[config.mk]
export PLATFORM = sky130hd
export DESIGN_NAME = eth_tx_arb
export DESIGN_NICKNAME = d
export VERILOG_FILES = /design/src/rtl/eth_pkg.sv /design/src/rtl/eth_rr_pick.sv /design/src/rtl/eth_tx_arb.sv
export SDC_FILE = /design/constraint.sdc
export NUM_CORES = 1
export LEC_CHECK = 0
export CAP_MARGIN = 30
export CORE_UTILIZATION = 60
export CTS_BUF_LIST = sky130_fd_sc_hd__clkbuf_16
export DETAILED_ROUTE_END_ITERATION = 6
export DONT_BUFFER_PORTS = 1
export PLACE_DENSITY = 0.76
export REMOVE_ABC_BUFFERS = 1
export SLEW_MARGIN = 40
export SYNTH_ARGS = -nofsm -noshare
export SYNTH_HDL_FRONTEND = slang
export SYNTH_HIERARCHICAL = 1
export SYNTH_SLANG_ARGS = --single-unit
[constraint.sdc]
create_clock -name tx_mac_aclk -period 2.8 [get_ports tx_mac_aclk]
set_input_delay 0.84 -clock tx_mac_aclk [delete_from_list [all_inputs] [get_ports tx_mac_aclk]]
set_output_delay 0.84 -clock tx_mac_aclk [all_outputs]
set_load 0.01 [all_outputs]
[src/rtl/eth_pkg.sv]
// Shared definitions for the Ethernet transmit path: arbiter state encoding,
// frame-size limit and AXI-Stream beat field widths.
package eth_pkg;

  typedef enum logic [1:0] {
    ST_IDLE  = 2'd0,
    ST_PASS  = 2'd1,
    ST_DRAIN = 2'd2
  } state_t;

  localparam int ETH_MAX_FRAME = 1518;
  localparam int AXIS_DATA_W   = 8;
  localparam int AXIS_USER_W   = 1;

endpackage

[src/rtl/eth_rr_pick.sv]
// Two-requester winner selection: fixed priority to port 0, or alternating
// preference relative to the previously granted port.
module eth_rr_pick
  import eth_pkg::*;
#(
  parameter bit PRIO_P0 = 1'b1
) (
  input  logic [1:0] valid,
  input  logic       last_grant,
  output logic       winner,
  output logic       any
);

  always_comb begin
    any = |valid;
    if (PRIO_P0) begin
      winner = ~valid[0];
    end else if (valid[~last_grant]) begin
      winner = ~last_grant;
    end else begin
      winner = last_grant;
    end
  end

endmodule

[src/rtl/eth_tx_arb.sv]
// Frame-granular arbiter sharing the MAC transmit stream between two sources,
// with forced truncation of over-length frames and per-port frame counters.
module eth_tx_arb
  import eth_pkg::*;
#(
  parameter bit PRIO_P0 = 1'b1,
  parameter int MAX_LEN = ETH_MAX_FRAME,
  parameter int CNT_W   = 16
) (
  input  logic                   tx_mac_aclk,
  input  logic                   tx_rst,
  input  logic                   en,
  input  logic [AXIS_DATA_W-1:0] s0_tdata,
  input  logic                   s0_tvalid,
  input  logic                   s0_tlast,
  input  logic [AXIS_USER_W-1:0] s0_tuser,
  output logic                   s0_tready,
  input  logic [AXIS_DATA_W-1:0] s1_tdata,
  input  logic                   s1_tvalid,
  input  logic                   s1_tlast,
  input  logic [AXIS_USER_W-1:0] s1_tuser,
  output logic                   s1_tready,
  output logic [AXIS_DATA_W-1:0] m_tdata,
  output logic                   m_tvalid,
  output logic                   m_tlast,
  output logic [AXIS_USER_W-1:0] m_tuser,
  input  logic                   m_tready,
  output logic                   busy,
  output logic                   grant,
  output logic [CNT_W-1:0]       pkt_cnt0,
  output logic [CNT_W-1:0]       pkt_cnt1,
  output logic [7:0]             trunc_cnt
);

  localparam logic [15:0] LAST_IDX = 16'(MAX_LEN - 1);

  state_t           state_q, state_d;
  logic             grant_q, grant_d;
  logic [15:0]      len_q, len_d;
  logic [CNT_W-1:0] pkt_cnt0_q, pkt_cnt0_d;
  logic [CNT_W-1:0] pkt_cnt1_q, pkt_cnt1_d;
  logic [7:0]       trunc_cnt_q, trunc_cnt_d;

  logic                   pick_winner;
  logic                   pick_any;
  logic [AXIS_DATA_W-1:0] sel_tdata;
  logic                   sel_tvalid;
  logic                   sel_tlast;
  logic [AXIS_USER_W-1:0] sel_tuser;
  logic                   sel_ready;
  logic                   at_limit;

  eth_rr_pick #(
    .PRIO_P0 (PRIO_P0)
  ) u_pick (
    .valid      ({s1_tvalid, s0_tvalid}),
    .last_grant (grant_q),
    .winner     (pick_winner),
    .any        (pick_any)
  );

  assign sel_tdata  = grant_q ? s1_tdata  : s0_tdata;
  assign sel_tvalid = grant_q ? s1_tvalid : s0_tvalid;
  assign sel_tlast  = grant_q ? s1_tlast  : s0_tlast;
  assign sel_tuser  = grant_q ? s1_tuser  : s0_tuser;
  assign at_limit   = (len_q == LAST_IDX);

  always_comb begin
    state_d     = state_q;
    grant_d     = grant_q;
    len_d       = len_q;
    pkt_cnt0_d  = pkt_cnt0_q;
    pkt_cnt1_d  = pkt_cnt1_q;
    trunc_cnt_d = trunc_cnt_q;
    m_tdata     = sel_tdata;
    m_tvalid    = 1'b0;
    m_tlast     = 1'b0;
    m_tuser     = '0;
    sel_ready   = 1'b0;

    case (state_q)
      ST_IDLE: begin
        if (en && pick_any) begin
          grant_d = pick_winner;
          state_d = ST_PASS;
        end
      end
      ST_PASS: begin
        m_tvalid  = sel_tvalid;
        m_tlast   = sel_tlast | at_limit;
        // A limit beat without source tlast is closed as an aborted frame.
        m_tuser   = sel_tuser | {AXIS_USER_W{at_limit & ~sel_tlast}};
        sel_ready = m_tready;
        if (sel_tvalid && m_tready) begin
          len_d = len_q + 16'd1;
          if (sel_tlast) begin
            if (grant_q) pkt_cnt1_d = pkt_cnt1_q + CNT_W'(1);
            else         pkt_cnt0_d = pkt_cnt0_q + CNT_W'(1);
            len_d   = '0;
            state_d = ST_IDLE;
          end else if (at_limit) begin
            if (trunc_cnt_q != 8'hFF) trunc_cnt_d = trunc_cnt_q + 8'd1;
            len_d   = '0;
            state_d = ST_DRAIN;
          end
        end
      end
      ST_DRAIN: begin
        sel_ready = 1'b1;
        if (sel_tvalid && sel_tlast) state_d = ST_IDLE;
      end
      default: state_d = ST_IDLE;
    endcase

    // Handshake outputs are held quiet for the whole reset interval.
    if (tx_rst) begin
      m_tvalid  = 1'b0;
      m_tlast   = 1'b0;
      m_tuser   = '0;
      sel_ready = 1'b0;
    end
  end

  always_ff @(posedge tx_mac_aclk) begin
    if (tx_rst) begin
      state_q     <= ST_IDLE;
      grant_q     <= 1'b1;
      len_q       <= '0;
      pkt_cnt0_q  <= '0;
      pkt_cnt1_q  <= '0;
      trunc_cnt_q <= '0;
    end else begin
      state_q     <= state_d;
      grant_q     <= grant_d;
      len_q       <= len_d;
      pkt_cnt0_q  <= pkt_cnt0_d;
      pkt_cnt1_q  <= pkt_cnt1_d;
      trunc_cnt_q <= trunc_cnt_d;
    end
  end

  assign s0_tready = sel_ready & ~grant_q;
  assign s1_tready = sel_ready &  grant_q;
  assign busy      = (state_q != ST_IDLE);
  assign grant     = grant_q;
  assign pkt_cnt0  = pkt_cnt0_q;
  assign pkt_cnt1  = pkt_cnt1_q;
  assign trunc_cnt = trunc_cnt_q;

endmodule

After elaboration in Yosys (flattened, before gate mapping)
Index checks and enable logic that the tools add are counted.
- add/subtract/negate cells: 4
- $mul: 0
- divide/modulo/power cells: 0
- order comparisons: 0
- equality and inequality tests: 8
- shift-type cells: 0
- mux-type cells: 20
- bitwise operators: 8
- reduce and logical (&&, ||, !) cells: 12
- operators by type and width (kind ; count):
    adder 16 x 1 -> 16 bit, second input constant ; 3
    2-to-1 mux 16 bit ; 2
    == test 16 x 11 -> 1 bit, second input constant ; 1
    AND reduction 4 bit ; 3
    2-to-1 mux 1 bit ; 10
    2-to-1 mux 2 bit ; 5
    adder 8 x 1 -> 8 bit, second input constant ; 1
    2-to-1 mux 8 bit ; 1
    != test 8 bit, second input constant ; 1
    != test 2 bit, second input constant ; 3
    one-hot mux 2 bit (3 select lines) ; 1
    AND reduction 5 bit ; 1
    AND reduction 2 bit ; 2
    bitwise AND 1 bit ; 3
    logical AND 1 bit ; 3
    != test 3 bit, second input constant ; 1
    NOT 1 bit ; 3
    == test 2 x 1 -> 1 bit, second input constant ; 1
    == test 2 bit, second input constant ; 1
    logical NOT 2 bit ; 1
    OR 1 bit ; 2
    one-hot mux 1 bit (2 select lines) ; 1
    nonzero test 2 bit ; 1
    OR reduction 2 bit ; 1
- register bits after elaboration: 59
- bits in latches: 0
- RAM bits: 0
- bits in read-only memories: 0
- bits of input ports: 26
- output and inout bits: 55
- memories kept: 0

Logic depth before layout (Yosys ltp)
Gate-level depths: netlist (run 1).
- depth in word-level cells: 6
- mapped depth: 8
- depth with buffers taken out: 7

Hierarchy
Netlist (run 1), hierarchy kept.
- modules (own cells, without submodules) (module ; instances ; cells each ; area an instance (um^2) ; sequential area each (um^2)):
    eth_tx_arb ; 1 ; 366 ; 3046.7 ; 1181.1
    eth_rr_pick ; 1 ; 2 ; 10.0 ; 0.0

Least setup slack after synthesis (run 1)
OpenSTA, ideal clock, no wires.
- path type: input-to-output
- start point: input port s1_tlast
- end point: output port m_tlast
- arrival time: 1.591 ns
- setup slack: 0.369 ns
- stages: 3
- buffers on the path: 0
- cell sequence: mux2_2 -> nor2_1 -> nor2_1
- cells in the longest elaborated chain, start to end: 4
- ends and longest elaborated chain (item ; line ; source):
    start, declared ; eth_tx_arb.sv:20 ; input logic s1_tlast,
    2-to-1 mux 1 bit ; eth_tx_arb.sv:64 ; assign sel_tlast = grant_q ? s1_tlast : s0_tlast;
    OR 1 bit ; eth_tx_arb.sv:90 ; m_tlast = sel_tlast | at_limit;
    2-to-1 mux 1 bit ; eth_tx_arb.sv:81 ; case (state_q)
    2-to-1 mux 1 bit ; eth_tx_arb.sv:116 ; if (tx_rst) begin
    end, declared ; eth_tx_arb.sv:25 ; output logic m_tlast,
No other way between the ends.

Final worst setup path (run 1)
- start point: register len_q[0]
- end point: output port m_tuser
- cells in the longest elaborated chain, start to end: 5
- ends and longest elaborated chain (item ; line ; source):
    start, declared ; eth_tx_arb.sv:39 ; logic [15:0] len_q, len_d;
    start signal, assigned ; eth_tx_arb.sv:135 ; len_q <= len_d;
    == test 16 x 11 -> 1 bit ; eth_tx_arb.sv:66 ; assign at_limit = (len_q == LAST_IDX);
    bitwise AND 1 bit ; eth_tx_arb.sv:92 ; m_tuser = sel_tuser | {AXIS_USER_W{at_limit & ~sel_tlast}};
    OR 1 bit ; eth_tx_arb.sv:92 ;
    2-to-1 mux 1 bit ; eth_tx_arb.sv:81 ;
    2-to-1 mux 1 bit ; eth_tx_arb.sv:116 ;
    end, declared ; eth_tx_arb.sv:26 ; output logic [AXIS_USER_W-1:0] m_tuser,
No other way between the ends.

==> results of run 1 <==
==> cells in the mapped netlist (all sizes together) (11+ instances only) <==
cell type,count
dfxtp,59
xnor2,25
or3,17
nand3,23
o21ai,12
nand2,40
a21oi,17
nor2,46
inv,12
nor3,14
clkbuf,11
==> registers in the layout, summed over array words and instances, names as in the netlist <==
name,flops
pkt_cnt0,16
len_q,16
state_q,2
pkt_cnt1,16
grant,1
trunc_cnt,8
==> critical path, stage by stage, from the launching register on <==
cell and delay (ns):
dfxtp_1 0.42, ha_1 0.19, and4b_2 0.23, and4_2 0.31, nand2_1 0.08, a21oi_1 0.27
==> where the power goes <==
group          leakage [nW]  internal, mW  total (mW)  switching (mW)
Sequential            0.475         0.844       0.851         0.00645
Clock                 0.152         0.766        1.13           0.368
Combinational         0.497        0.0373      0.0939          0.0566
Total                  1.12          1.65        2.08           0.431
==> final timing paths <==
path	start	end	depth (start not counted)
worst max-delay path	len_q[0]$_SDFFE_PP0P_	m_tuser	5
worst min-delay path	len_q[8]$_SDFFE_PP0P_	len_q[8]$_SDFFE_PP0P_	2
worst max register to register	state_q[1]$_SDFFE_PP0P_	len_q[4]$_SDFFE_PP0P_	8
worst min register to register	len_q[8]$_SDFFE_PP0P_	len_q[8]$_SDFFE_PP0P_	2
==> per-stage QoR <==
stage	hold slack (ns)	instances	power, mW
2_1_floorplan	0.4527	355	0.9378
3_3_place_gp	0.4654	427	0.9583
3_5_place_dp	0.4761	427	0.9594
4_1_cts	0.4859	443	2.084
5_1_grt	0.5075	443	2.133
6_report	0.4828	443	2.079
==> logic make-up (layout without fill, tap and decap cells) <==
family | Yosys count | in the layout | share of synthesized area (%)
adders and majority gates | 8 | 8 | 3.275
muxes | 14 | 14 | 5.117
and+or+nand+nor | 184 | 184 | 31.68
xor gates and xnor gates | 33 | 33 | 9.456
AOI/OAI and AO/OA | 45 | 45 | 8.474
DFF | 59 | 59 | 38.64
buffers and inverters | 25 | 33 | 3.356
==> layout make-up <==
type / count / area share (%)
Clock buffer: 9 / 6.567
Clock inverter: 7 / 2.444
Inverter: 12 / 1.313
Multi-Input combinational cell: 284 / 51.70
Sequential cell: 59 / 34.44
Tap cell: 67 / 2.444
Timing Repair Buffer: 5 / 1.094
==> routing by layer <==
metal | wire, um | track usage (%) | vias to the layer above
met5 | 0 | 0 | -
met4 | 38 | 10.68 | 0
met1 | 3074 | 31.95 | 1233
met3 | 444 | 8.368 | 6
li1 | - | - | 1313
met2 | 3298 | 42.18 | 76
==> run summary, run 1 <==
Status: completed
GP Congestion: 0.8049
Peak VDD IR: 0.3639 mV
Yosys top cell by area: dfxtp_1
Worst Setup End Kind: primary output
Pre-Repair DR Iteration Count: 4
Detail Placement HPWL: 4559 um
Place WS: 0.3953 ns
Synth Flop Type: dfxtp_1
Final Core Density: 71.19%
Initial Util: 63.45%
Clock sinks: 59
Share of cells above drive strength 1: 10.64%
Slew @ Worst Pin: 0.5326 ns
CTS tree: yes
Mapped Cells: 368
Largest net degree at the start of global routing: 57
Shortest period the worst path allows: 2.650 ns
Syn avg cell area: 8.306 sq um
Final wirelength: 6855 um
Antenna cell count: 0
Post-Place Cell Area: 3120 sq um
Most frequent cells in the layout: dfxtp_1 (59), nor2_1 (46), nand2_1 (40)
Storage cell area: 1181 sq um
Initial antenna violation count: 0
Asr flop ratio synth: 0%
Htree depth: 3
Cell Pwr Density: 606.2 nW/um^2
ANT nets after route: 0
Global-route wire length before repair: 10890 um
Reg2Reg Setup Slack: 0.54 ns
Clock Skew: 0.006019 ns
Commonest non-fill, non-tap cell in the layout: dfxtp_1
Setup violations, final: 0
Number of global-route vias before repair: 2507
PortBufs: 0
Critical path startpoint category: register
Synth top area share: 38.64%
Post-CTS Setup Inserts: 0
Slew headroom: 64.42%
All-Layer GR Usage: 26.04%
Highest Clock Rate: 377.4 MHz
Die ar.: 5384 sq um
Worst-path fanout max: 6
EDFF count, synth: 0
RSZ-0062 raised after global routing: no
Gr ovfl total: 0
Fin nets: 405
P&R area growth vs syn: 12.20%
Rows: 25
CP required: 1.96 ns
Height of the die: 73.38 um
HP Class: reg -> reg
Avg WL per Cell: 15.47 um
Max Buffers Root-to-Sink: 2
Vias: 2628
Synth Register Bits: 59
Critical setup path kind: reg -> out
Remaining routing DRC violations: 0
Post-synthesis cell type count: 49
CTS buffer count: 9
Post-synthesis sequential area ratio: 38.64%
Setup TNS: 0 ns
Synth area leaders: dfxtp_1 (39%), xnor2_1 (7.2%), nor2_1 (5.6%)
Final WS setup: 0.1503 ns
Static Leak: 1.124 nW
Clk slew on worst S/H paths: 0.05 ns
Maxcap violations: 0
YS warnings: 6
CTS root buffer: clkbuf_16
Vias/cell: 5.932
Mapped Area: 3057 sq um
Final Hold Fails: 0
CTS-repair resized insts: 0
# fillers: 399
Ports: 81
Period utilization: 94.63%
Multi-input gate area: 1773 sq um
WP data arrival: 1.81 ns
Clock network latency to the later pin of the worst-skew pair: 0.32 ns
Finished layout cell area: 3430 sq um
Die width: 73.38 um
Post-CTS Hold Fix Bufs: 0
Fin. max-slew vios: 0
Placeable Area: 4817 sq um
Number of DRC markers in iteration 0: 109
Power figures use the tool's default switching activity.
==> inputs of run 2 (changes only) <==
- SETUP_SLACK_MARGIN: unset -> 0.5
==> run 2 against run 1 <==
  * Clock skew down 0.0030 ns
  * Register-to-register slack worse by 0.06 ns
  * Total power up 1.1%
  * Clock power about the same
  * Non-clock buffer count up 9
  * Worst hold slack better by 0.0059 ns
  * Final cell count up 2.0%
  * Global-route usage up 0.68 points
  * Combinational power up 20%
  * Wire length up 4.6%
  * First-iteration DRC count up 22%
==> run summary, run 2 (same netlist as run 1, synthesis figures left out) <==
Worst-path fanout max: 6 (unchanged)
Height of the die: 73.38 um (unchanged)
P_int: 1.659 mW (+0.68%)
Place WS: 0.3953 ns (unchanged)
Crit-path slowest cell: dfxtp_1
Reg2reg path depth: 10 (+2)
Number of global-route vias before repair: 2530 (+0.92%)
CP Buf/Inv Count: 0 (unchanged)
Reg2Reg Setup Slack: 0.48 ns (-0.06 ns)
Setup violations, final: 0 (unchanged)
Vias/cell: 6.002 (+1.2%)
Detail Placement HPWL: 4559 um (unchanged)
Final WS setup: 0.4205 ns (+0.2702 ns)
P&R area growth vs syn: 17.72%
Cell Pwr Density: 584.2 nW/um^2 (-3.6%)
Net Sw Frac: 21.07% (+0.34 points)
Final hold slack: 0.4887 ns (+0.005939 ns)
Pre-Repair DR Iteration Count: 4 (unchanged)
Power share of the clock group: 54.1% (-0.5 points)
Global-route wire length before repair: 11110 um (+2.0%)
Slew @ Worst Pin: 0.4661 ns (-0.06645 ns)
Clock Skew: 0.002998 ns (-0.003021 ns)
Placed Cells: 427 (unchanged)
Multi-input gate area: 1863 sq um (+5.1%)
Worst hold path depth: 2 (unchanged)
Storage cell area: 1192 sq um (+0.95%)
Reg power frac: 40.5% (-0.4 points)
Largest net degree at the start of global routing: 57 (unchanged)
Fin nets: 414 (+2.2%)
Fin. max-slew vios: 0 (unchanged)
# fillers: 364 (-8.8%)
Crit-path max cell delay: 0.37 ns (-0.05 ns)
RSZ-0062 raised after global routing: yes
Most frequent cells in the layout: dfxtp_1 (52), nor2_1 (44), nand2_1 (39)
Max Buffers Root-to-Sink: 2 (unchanged)
All-Layer GR Usage: 26.71% (+0.68 points)
R2R Path Start: state_q[1]$_SDFFE_PP0P_
Remaining routing DRC violations: 0 (unchanged)
Comb power frac: 5.4% (+0.9 points)
ANT nets after route: 0 (unchanged)
Share of cells above drive strength 1: 17.40% (+6.8 points)
Critical path startpoint category: register
CTS buffer count: 9 (unchanged)
Initial Util: 63.45% (unchanged)
Initial antenna violation count: 0 (unchanged)
Period utilization: 84.98% (-9.7 points)
Highest Clock Rate: 420.3 MHz (+11%)
CTS tree: yes
Final Hold Fails: 0 (unchanged)
Hold_sp: len_q[8]$_SDFFE_PP0P_
Gr ovfl total: 0 (unchanged)
GP Congestion: 0.8049 (unchanged)
Die width: 73.38 um (unchanged)
HP Class: reg -> reg
Clk slew on worst S/H paths: 0.05 ns (about the same)
Rows: 25 (unchanged)
CP required: 1.96 ns (about the same)
Final Core Density: 74.70% (+3.5 points)
Final wirelength: 7171 um (+4.6%)
Hold Path Sink: len_q[8]$_SDFFE_PP0P_
Static Leak: 1.212 nW (+7.8%)
Vias: 2713 (+3.2%)
Clock sinks: 59 (unchanged)
Delay-heaviest family, CP: simple AND/OR/NAND/NOR gates
Cell chain of the critical path: nor4_4 > and4_4 > nand2_4 > a21oi_4
Avg WL per Cell: 15.87 um (+2.5%)
Commonest non-fill, non-tap cell in the layout: dfxtp_1
Htree depth: 3 (unchanged)
Worst Setup End Kind: primary output
Critical setup path kind: reg -> out
CTS root buffer: clkbuf_16
Maxcap violations: 0 (unchanged)
PortBufs: 0 (unchanged)
Shortest period the worst path allows: 2.379 ns (-0.2702 ns)
Fin cells: 452 (+2.0%)
Status: completed
Slew headroom: 68.04% (+3.6 points)
Antenna cell count: 0 (unchanged)
Ports: 81 (unchanged)
WP data arrival: 1.54 ns (-0.27 ns)
Placeable Area: 4817 sq um (unchanged)
Reg2Reg Capture Point: len_q[4]$_SDFFE_PP0P_
Clock network latency to the later pin of the worst-skew pair: 0.32 ns (about the same)
Number of DRC markers in iteration 0: 133 (+22%)
Setup TNS: 0 ns (unchanged)
Die ar.: 5384 sq um (unchanged)
Switching power: 443.0 uW (+2.8%)
Peak VDD IR: 0.3774 mV (+3.7%)
==> run 2: changes by cell type in the layout (fill, tap and decap cells not counted), sizes merged <==
cell and delta:
buf +9
==> run 2: metrics by stage <==
| step | power (mW) | area (sq um) |
|---|---|---|
| after global placement | 0.9583 | 3120 |
| after CTS | 2.093 | 3512 |
| after detailed placement | 0.9594 | 3120 |
| after global routing | 2.157 | 3598 |
| final | 2.102 | 3598 |
| after floorplan | 0.9378 | 2999 |
==> run 2: what timing repair did <==
action,CTS,global route
setup endpoints to repair,12,4
resized for setup,20,9
endpoints found under the hold margin,0,0
hold buffers,0,0
pin swaps,6,5
setup buffers,3,6
cloned,0,0
==> run 2: worst max path at each step <==
| stage | start | to | slack, ns | depth (start not counted) |
|---|---|---|---|---|
| floorplan | grant$_SDFFE_PP1P_ | m_tlast | 0.33 | 3 |
| global placement | m_tready | s1_tready | 0.41 | 3 |
| detailed placement | m_tready | s1_tready | 0.40 | 3 |
| CTS | len_q[0]$_SDFFE_PP0P_ | m_tuser | 0.42 | 5 |
| global route | len_q[4]$_SDFFE_PP0P_ | m_tuser | 0.36 | 4 |
| finish | len_q[4]$_SDFFE_PP0P_ | m_tuser | 0.42 | 4 |
==> run 2: layout make-up <==
type                            count  share of cell area (%)
Multi-Input combinational cell    284                   51.77
Sequential cell                    59                   33.14
Clock buffer                        9                   6.259
Timing Repair Buffer               14                   2.921
Clock inverter                      7                   2.330
Tap cell                           67                   2.330
Inverter                           12                   1.252
==> run 2: worst min-delay path, delay by kind of cell, from the launching register on <==
kind / cells / cell delay, ns
flops: 1 / 0.33
simple gates: 1 / 0.06
compound gates: 1 / 0.06
==> run 2: power by group through the flow <==
stage / registers, mW / logic, mW / clock network [mW]
2_1_floorplan: 0.869 / 0.0683 / 0
3_3_place_gp: 0.868 / 0.0906 / 0
3_5_place_dp: 0.868 / 0.0915 / 0
4_1_cts: 0.852 / 0.101 / 1.14
5_1_grt: 0.852 / 0.120 / 1.19
6_report: 0.852 / 0.113 / 1.14
==> run 2: layer usage <==
metal  track usage, %  wire length (um)  vias up
met5                0                 0        -
met4            10.68                46        0
met3            8.368               503        7
met2            43.42              3512       89
met1            32.91              3108     1288
li1                 -                 -     1329
